File: src/rtl/controller_decode_if.sv
// Opcode-in / control-bundle-out signal group between the ID stage and the main decoder.
interface controller_decode_if;
  logic [5:0] OpCode;
  logic [8:0] EX;
  logic [4:0] M;
  logic [3:0] WB;
  logic       ID;

  modport master (output OpCode, input EX, M, WB, ID);
  modport slave  (input OpCode, output EX, M, WB, ID);
endinterface

File: src/rtl/controller_decode.sv
// Main control decoder: registers EX/M/WB/ID bundles one cycle after the opcode.
// Macro CONTROLLER_SPECIAL2_EN enables decode of opcode 011100 (SPECIAL2).
module controller_decode (
  input  logic                Clk,
  input  logic                Rst_n,
  controller_decode_if.slave  dec
);

  logic [8:0] w_ex, r_ex;
  logic [4:0] w_m,  r_m;
  logic [3:0] w_wb, r_wb;
  logic       w_id, r_id;

  // Unknown (including X/Z) opcodes fall through to the all-zero NOP bundle.
  always_comb begin
    w_ex = '0;
    w_m  = '0;
    w_wb = '0;
    w_id = 1'b0;
    case (dec.OpCode)
      6'b000000: begin w_ex = 9'b010000001; w_wb = 4'b1000; end
      6'b000001: begin w_ex = 9'b000001100; w_m  = 5'b10000; end
      6'b000010: begin w_id = 1'b1; end
      6'b000011: begin w_ex = 9'b100000000; w_wb = 4'b1010; w_id = 1'b1; end
      6'b000100: begin w_ex = 9'b000001000; w_m  = 5'b10000; end
      6'b000101: begin w_ex = 9'b000001001; w_m  = 5'b10000; end
      6'b000110: begin w_ex = 9'b000001010; w_m  = 5'b10000; end
      6'b000111: begin w_ex = 9'b000001011; w_m  = 5'b10000; end
      6'b001000: begin w_ex = 9'b001000000; w_wb = 4'b1000; end
      6'b001010: begin w_ex = 9'b001000011; w_wb = 4'b1000; end
      6'b001100: begin w_ex = 9'b001100100; w_wb = 4'b1000; end
      6'b001101: begin w_ex = 9'b001100101; w_wb = 4'b1000; end
      6'b001110: begin w_ex = 9'b001100110; w_wb = 4'b1000; end
`ifdef CONTROLLER_SPECIAL2_EN
      6'b011100: begin w_ex = 9'b010000111; w_wb = 4'b1000; end
`endif
      6'b100000: begin w_ex = 9'b001000000; w_m = 5'b01010; w_wb = 4'b1101; end
      6'b100001: begin w_ex = 9'b001000000; w_m = 5'b01001; w_wb = 4'b1101; end
      6'b100011: begin w_ex = 9'b001000000; w_m = 5'b01000; w_wb = 4'b1100; end
      6'b101000: begin w_ex = 9'b001000000; w_m = 5'b00110; end
      6'b101001: begin w_ex = 9'b001000000; w_m = 5'b00101; end
      6'b101011: begin w_ex = 9'b001000000; w_m = 5'b00100; end
      default: ;
    endcase
  end

  always_ff @(posedge Clk) begin
    if (!Rst_n) begin
      r_ex <= '0;
      r_m  <= '0;
      r_wb <= '0;
      r_id <= 1'b0;
    end else begin
      r_ex <= w_ex;
      r_m  <= w_m;
      r_wb <= w_wb;
      r_id <= w_id;
    end
  end

  assign dec.EX = r_ex;
  assign dec.M  = r_m;
  assign dec.WB = r_wb;
  assign dec.ID = r_id;

endmodule

File: src/flat_wrapper.sv
// flat-port wrapper written by rule: the top's interface ports become plain ports
module controller_decode_flat 
  (Clk, Rst_n, dec_OpCode, dec_EX, dec_M, dec_WB, dec_ID);
  controller_decode_if dec_i ();
  input  logic Clk;
  input  logic Rst_n;
  input wire logic [$bits(dec_i.OpCode)-1:0] dec_OpCode;
  output wire logic [$bits(dec_i.EX)-1:0] dec_EX;
  output wire logic [$bits(dec_i.M)-1:0] dec_M;
  output wire logic [$bits(dec_i.WB)-1:0] dec_WB;
  output wire logic [$bits(dec_i.ID)-1:0] dec_ID;
  assign dec_i.OpCode = dec_OpCode;
  assign dec_EX = dec_i.EX;
  assign dec_M = dec_i.M;
  assign dec_WB = dec_i.WB;
  assign dec_ID = dec_i.ID;
  controller_decode u_core (.Clk(Clk), .Rst_n(Rst_n), .dec(dec_i));
endmodule
File: config.mk
export PLATFORM = sky130hd
export DESIGN_NAME = controller_decode_flat
export DESIGN_NICKNAME = d
export VERILOG_FILES = /design/src/rtl/controller_decode_if.sv /design/src/rtl/controller_decode.sv /design/src/flat_wrapper.sv
export SDC_FILE = /design/constraint.sdc
export NUM_CORES = 1
export LEC_CHECK = 0
export CELL_PAD_IN_SITES_DETAIL_PLACEMENT = 1
export CELL_PAD_IN_SITES_GLOBAL_PLACEMENT = 2
export CORE_UTILIZATION = 26
export CTS_CLUSTER_DIAMETER = 30
export DETAILED_ROUTE_END_ITERATION = 8
export GPL_ROUTABILITY_DRIVEN = 0
export PLACE_DENSITY = 0.79
export SYNTH_ARGS = -nofsm -noshare
export SYNTH_HDL_FRONTEND = slang
export SYNTH_SLANG_ARGS = --single-unit
File: constraint.sdc
create_clock -name Clk -period 1.2 [get_ports Clk]
set_input_delay 0.24 -clock Clk [delete_from_list [all_inputs] [get_ports Clk]]
set_output_delay 0.24 -clock Clk [all_outputs]
set_load 0.005 [all_outputs]
Yosys cells after proc, flatten, opt, wreduce, memory -nomap -nowiden

Cells that the tools add are included.

Register bits: 19
Input port bits: 8

Equal/unequal tests: 18
Muxes and demuxes: 4
Reductions and logical operators: 6

Operators by type and width:

| operator                                                        | number |
|---|---|
| 9-bit case mux with 12 select lines                             | 1 |
| 6-bit == test, second input constant                            | 6 |
| 5-bit case mux with 7 select lines                              | 1 |
| 6-bit by 4-bit == test with 1-bit output, second input constant | 5 |
| 6-bit by 3-bit == test with 1-bit output, second input constant | 4 |
| 4-bit case mux with 4 select lines                              | 1 |
| 6-bit by 2-bit == test with 1-bit output, second input constant | 2 |
| 7-bit OR reduction                                              | 1 |
| 6-bit by 1-bit == test with 1-bit output, second input constant | 1 |
| 6-bit zero test                                                 | 1 |
| 6-bit OR reduction                                              | 1 |
| 5-bit OR reduction                                              | 1 |
| 2-bit OR reduction                                              | 2 |
| 1-bit two-way mux                                               | 1 |

Longest topological paths before layout

Gate-level depths: netlist (run 1).

Depth in word-level cells: 3
Depth in mapped cells: 4

Worst setup path after synthesis (run 1)

No wires, ideal clock.

Path kind: input-to-reg
Start point: in dec_OpCode[2]
End point: reg u_core.r_ex[0] (netlist: u_core.dec.EX[0])
Setup time: 0.070 ns
Arrival time: 0.802 ns
Path slack: 0.329 ns
Stages: 4
Buffers on the path: 1
Cell sequence: buf_4 nor4bb_1 a31oi_1 a21oi_1

Word-level cells in the longest chain between the ends: 3
Elaborated cells on any way between the ends: 20
Those cells by class: eq/ne (17); mux (1); reduce/logical (2)

RTL lines:

| item                                                                             | line                    | text |
|---|---|---|
| start, declared                                                                  | flat_wrapper.sv:7       | `input wire logic [$bits(dec_i.OpCode)-1:0] dec_OpCode;` |
| 6-bit == test / 6-bit by 4-bit == test with 1-bit output (equally long branches) | controller_decode.sv:20 | `case (dec.OpCode)` |
| 7-bit OR reduction (no line)                                                     | -                       |  |
| 9-bit case mux with 12 select lines (*)                                          | controller_decode.sv:20 |  |
| end signal, assigned                                                             | controller_decode.sv:54 | `r_ex <= w_ex;` |
| end, declared                                                                    | controller_decode.sv:9  | `logic [8:0] w_ex, r_ex;` |

Every way passes the cells marked *; elsewhere a longest branch is shown, timed or not.
A chain may end at the register's enable or synchronous reset.

Final worst setup path (run 1)

Start point: in dec_OpCode[0]
End point: reg u_core.r_ex[0] (netlist: u_core.dec.EX[0])

Same word-level chain as after synthesis.

==> metrics.txt, run 1 <==
status=finished, final reports clean; area grow syn2layout=50.69%; post-synthesis mux area share=0%; Final TNS setup=0 ns; first-pass GRT wire length=3008 µm; Mean Syn Cell Area=9.841 µm²; Adder-Cell Fraction of Synth Area=0%; TritonCTS clock tree=built; Max FO, Critical Path=14; CP delay by family, top=buffers and inverters; Hold Fails Final Rpt=0; root buffer cell=clkbuf_4; Levels on crit path=5; final-layout fill cell count=309; Syn Nets=82; P_leak=0.5407 nW; Initial DRT Pass Iterations=4; Tmin final=1.122 ns; Distinct cells, synth=30; largest family of logic cells by synthesized area=simple AND/OR/NAND/NOR gates; Post-route DRC=0; die area=3016 µm²; number of synthesized register bits=18; total CTS buffers=3; largest net degree at the start of global routing=15; max incr delay on CP=0.44 ns; Initial Util=28.36%; Setup Fix Bufs, Post-CTS=0; die width=54.92 µm; complex-gate fraction of the synthesized area=8.419%; synthesized cell area=728.2 µm²; PortBufs=25; crit-path cells=clkdlybuf4s50_1, buf_12, nor4bb_2, a31oi_1, a21oi_1; Worst EP arrival=1.35 ns; height of the chip=54.92 µm; Final HPWL DP=1372 µm; Hold Path Depth=3; # IOs=27; Clock Sinks=18; synthesized instance count=74; antenna cells=0; Max Clk Rate=891.4 MHz; Peak supply drop=0.4406 mV; number of global-route vias before repair=689; vias per cell=4.550; fin worst setup slack=0.07818 ns; # rows=18; Iteration-0 DRC Markers=4; Post-DRT Antenna Nets=0; fin cells=140; most common cell after layout, fill and taps aside=dlygate4sd2_1; Worst Path Buf+Inv=2; fin crit share=93.49%; Setup Crit Path Kind=in -> reg; RSZ-0062 raised after global routing=no; routed len/inst=12.12 µm; initial antenna violation count=0; Inst Count DP=136; Yosys warning count=0; fin. max-slew vios=0; routed via count=637; post-synthesis simple-gate area fraction=31.10%; htree depth=1; Power Density=1039 nW/µm²; clk buf depth=2; CP endpoint kind=flip-flop; commonest cells after routing, fill and taps aside=dlygate4sd2_1, dfxtp_1, buf_4; pre-CTS WS=-0.3408 ns; Total GRT Usage=14.46%; Final setup viols=0; remaining global-route overflow=0; Critical-path top delay cell=clkdlybuf4s50_1; clk slew on worst S/H paths=0.10 ns; DRT Wirelength=1697 µm; Hold Path Class=in -> reg; Core Region=2567 µm²; Max-cap violations=0; Net count, final=119; share of cells above drive strength 1=27.27%; WP data required=1.42 ns; xor/xnor share of the synthesized area=1.203%; register area share after synthesis=49.48%; CP Launch Type=input pin; Post-Route Utilization=42.74%
[timing repair]
action,4_1_cts,5_1_grt
resized for setup,23,4
pin swaps,0,1
setup endpoints to repair,21,8
hold buffers,0,0
[per-layer routing]
metal  global-route usage (%)  wire length [µm]  vias up
met3                    1.639                48        2
met1                    15.07               645      302
met5                        0                 0        -
met2                    27.31               976       15
li1                         -                 -      318
met4                    8.750                27        0
[logic make-up after synthesis]
family                    after synthesis
and+or+nand+nor                        36
buffers and inverters                   8
other                                   1
AOI/OAI and AO/OA                      10
DFF                                    18
xor gates and xnor gates                1
[sequential cells by signal, indices dropped and copies added (netlist names)]
register	flops
u_core.dec.ID	1
u_core.dec.WB	4
u_core.dec.M	5
u_core.dec.EX	8
[final timing paths]
kind,startpoint,endpoint
worst max-delay path,dec_OpCode[0],u_core.dec.EX[0]
worst min-delay path,dec_OpCode[1],u_core.dec.WB[0]
[Yosys cell counts]
cell type / n / area [µm²]
conb_1: 1 / 3.750
nor4_2: 1 / 12.51
nand2b_1: 4 / 25.02
nor3b_4: 1 / 18.77
nor3_1: 3 / 15.01
nor2b_1: 1 / 6.260
and3_2: 1 / 7.510
nor2_1: 8 / 30.03
a211oi_2: 1 / 12.51
o21ai_1: 1 / 5.000
a21oi_1: 4 / 20.02
a21boi_1: 1 / 7.510
a31oi_1: 1 / 6.260
nand2_1: 5 / 18.77
dfxtp_1: 18 / 360.4
and2b_1: 1 / 7.510
xnor2_1: 1 / 8.760
nor3b_1: 2 / 15.01
and3_1: 1 / 6.260
o21ai_0: 2 / 10.01
and2b_2: 1 / 8.760
nand3_1: 1 / 5.000
buf_4: 2 / 15.01
nor4bb_1: 1 / 10.01
and2_1: 1 / 6.260
nor2_2: 1 / 6.260
nor3_2: 1 / 10.01
buf_6: 4 / 45.04
and4_1: 2 / 17.52
inv_1: 2 / 7.510
[cell type report]
type                       count  area, µm²  share of cell area [%]
sequential                    18      365.4                   33.30
timing repair buffer          38      341.6                   31.13
clock buffer                   4      36.28                   3.307
multi-input combinational     48      309.0                   28.16
inverter                       2      7.507                  0.6842
tap                           30      37.54                   3.421
[through the flow]
step	cell area, µm²	hold slack [ns]	power [mW]
final	1097	0.3940	1.140
after global routing	1097	0.4156	1.214
after CTS	1084	0.5846	1.158
after detailed placement	1066	0.9413	0.7949
after global placement	1066	0.9401	0.7890
after floorplan	728.2	0.3982	0.7108
[power breakdown]
group / internal (mW) / leakage [nW] / switching, mW
logic: 0.0875 / 0.372 / 0.0750
clock network: 0.185 / 0.0210 / 0.183
registers: 0.608 / 0.148 / 0.00232
total: 0.880 / 0.541 / 0.260
(Power assumes the default switching activity.)
==> run 2, diff against run 1 <==
Settings changed: CTS_CLUSTER_SIZE set to 8.
==> results of run 2 <==
The final DEF is identical to that of run 1; final timing and power are the same.
==> run 3, diff against run 2 <==
Settings changed: MAX_ROUTING_LAYER set to met4.
==> results of run 3 <==
The final DEF is identical to that of run 1; final timing and power are the same.
Among the figures that moved: overall routing resource usage 14.46% -> 14.87%
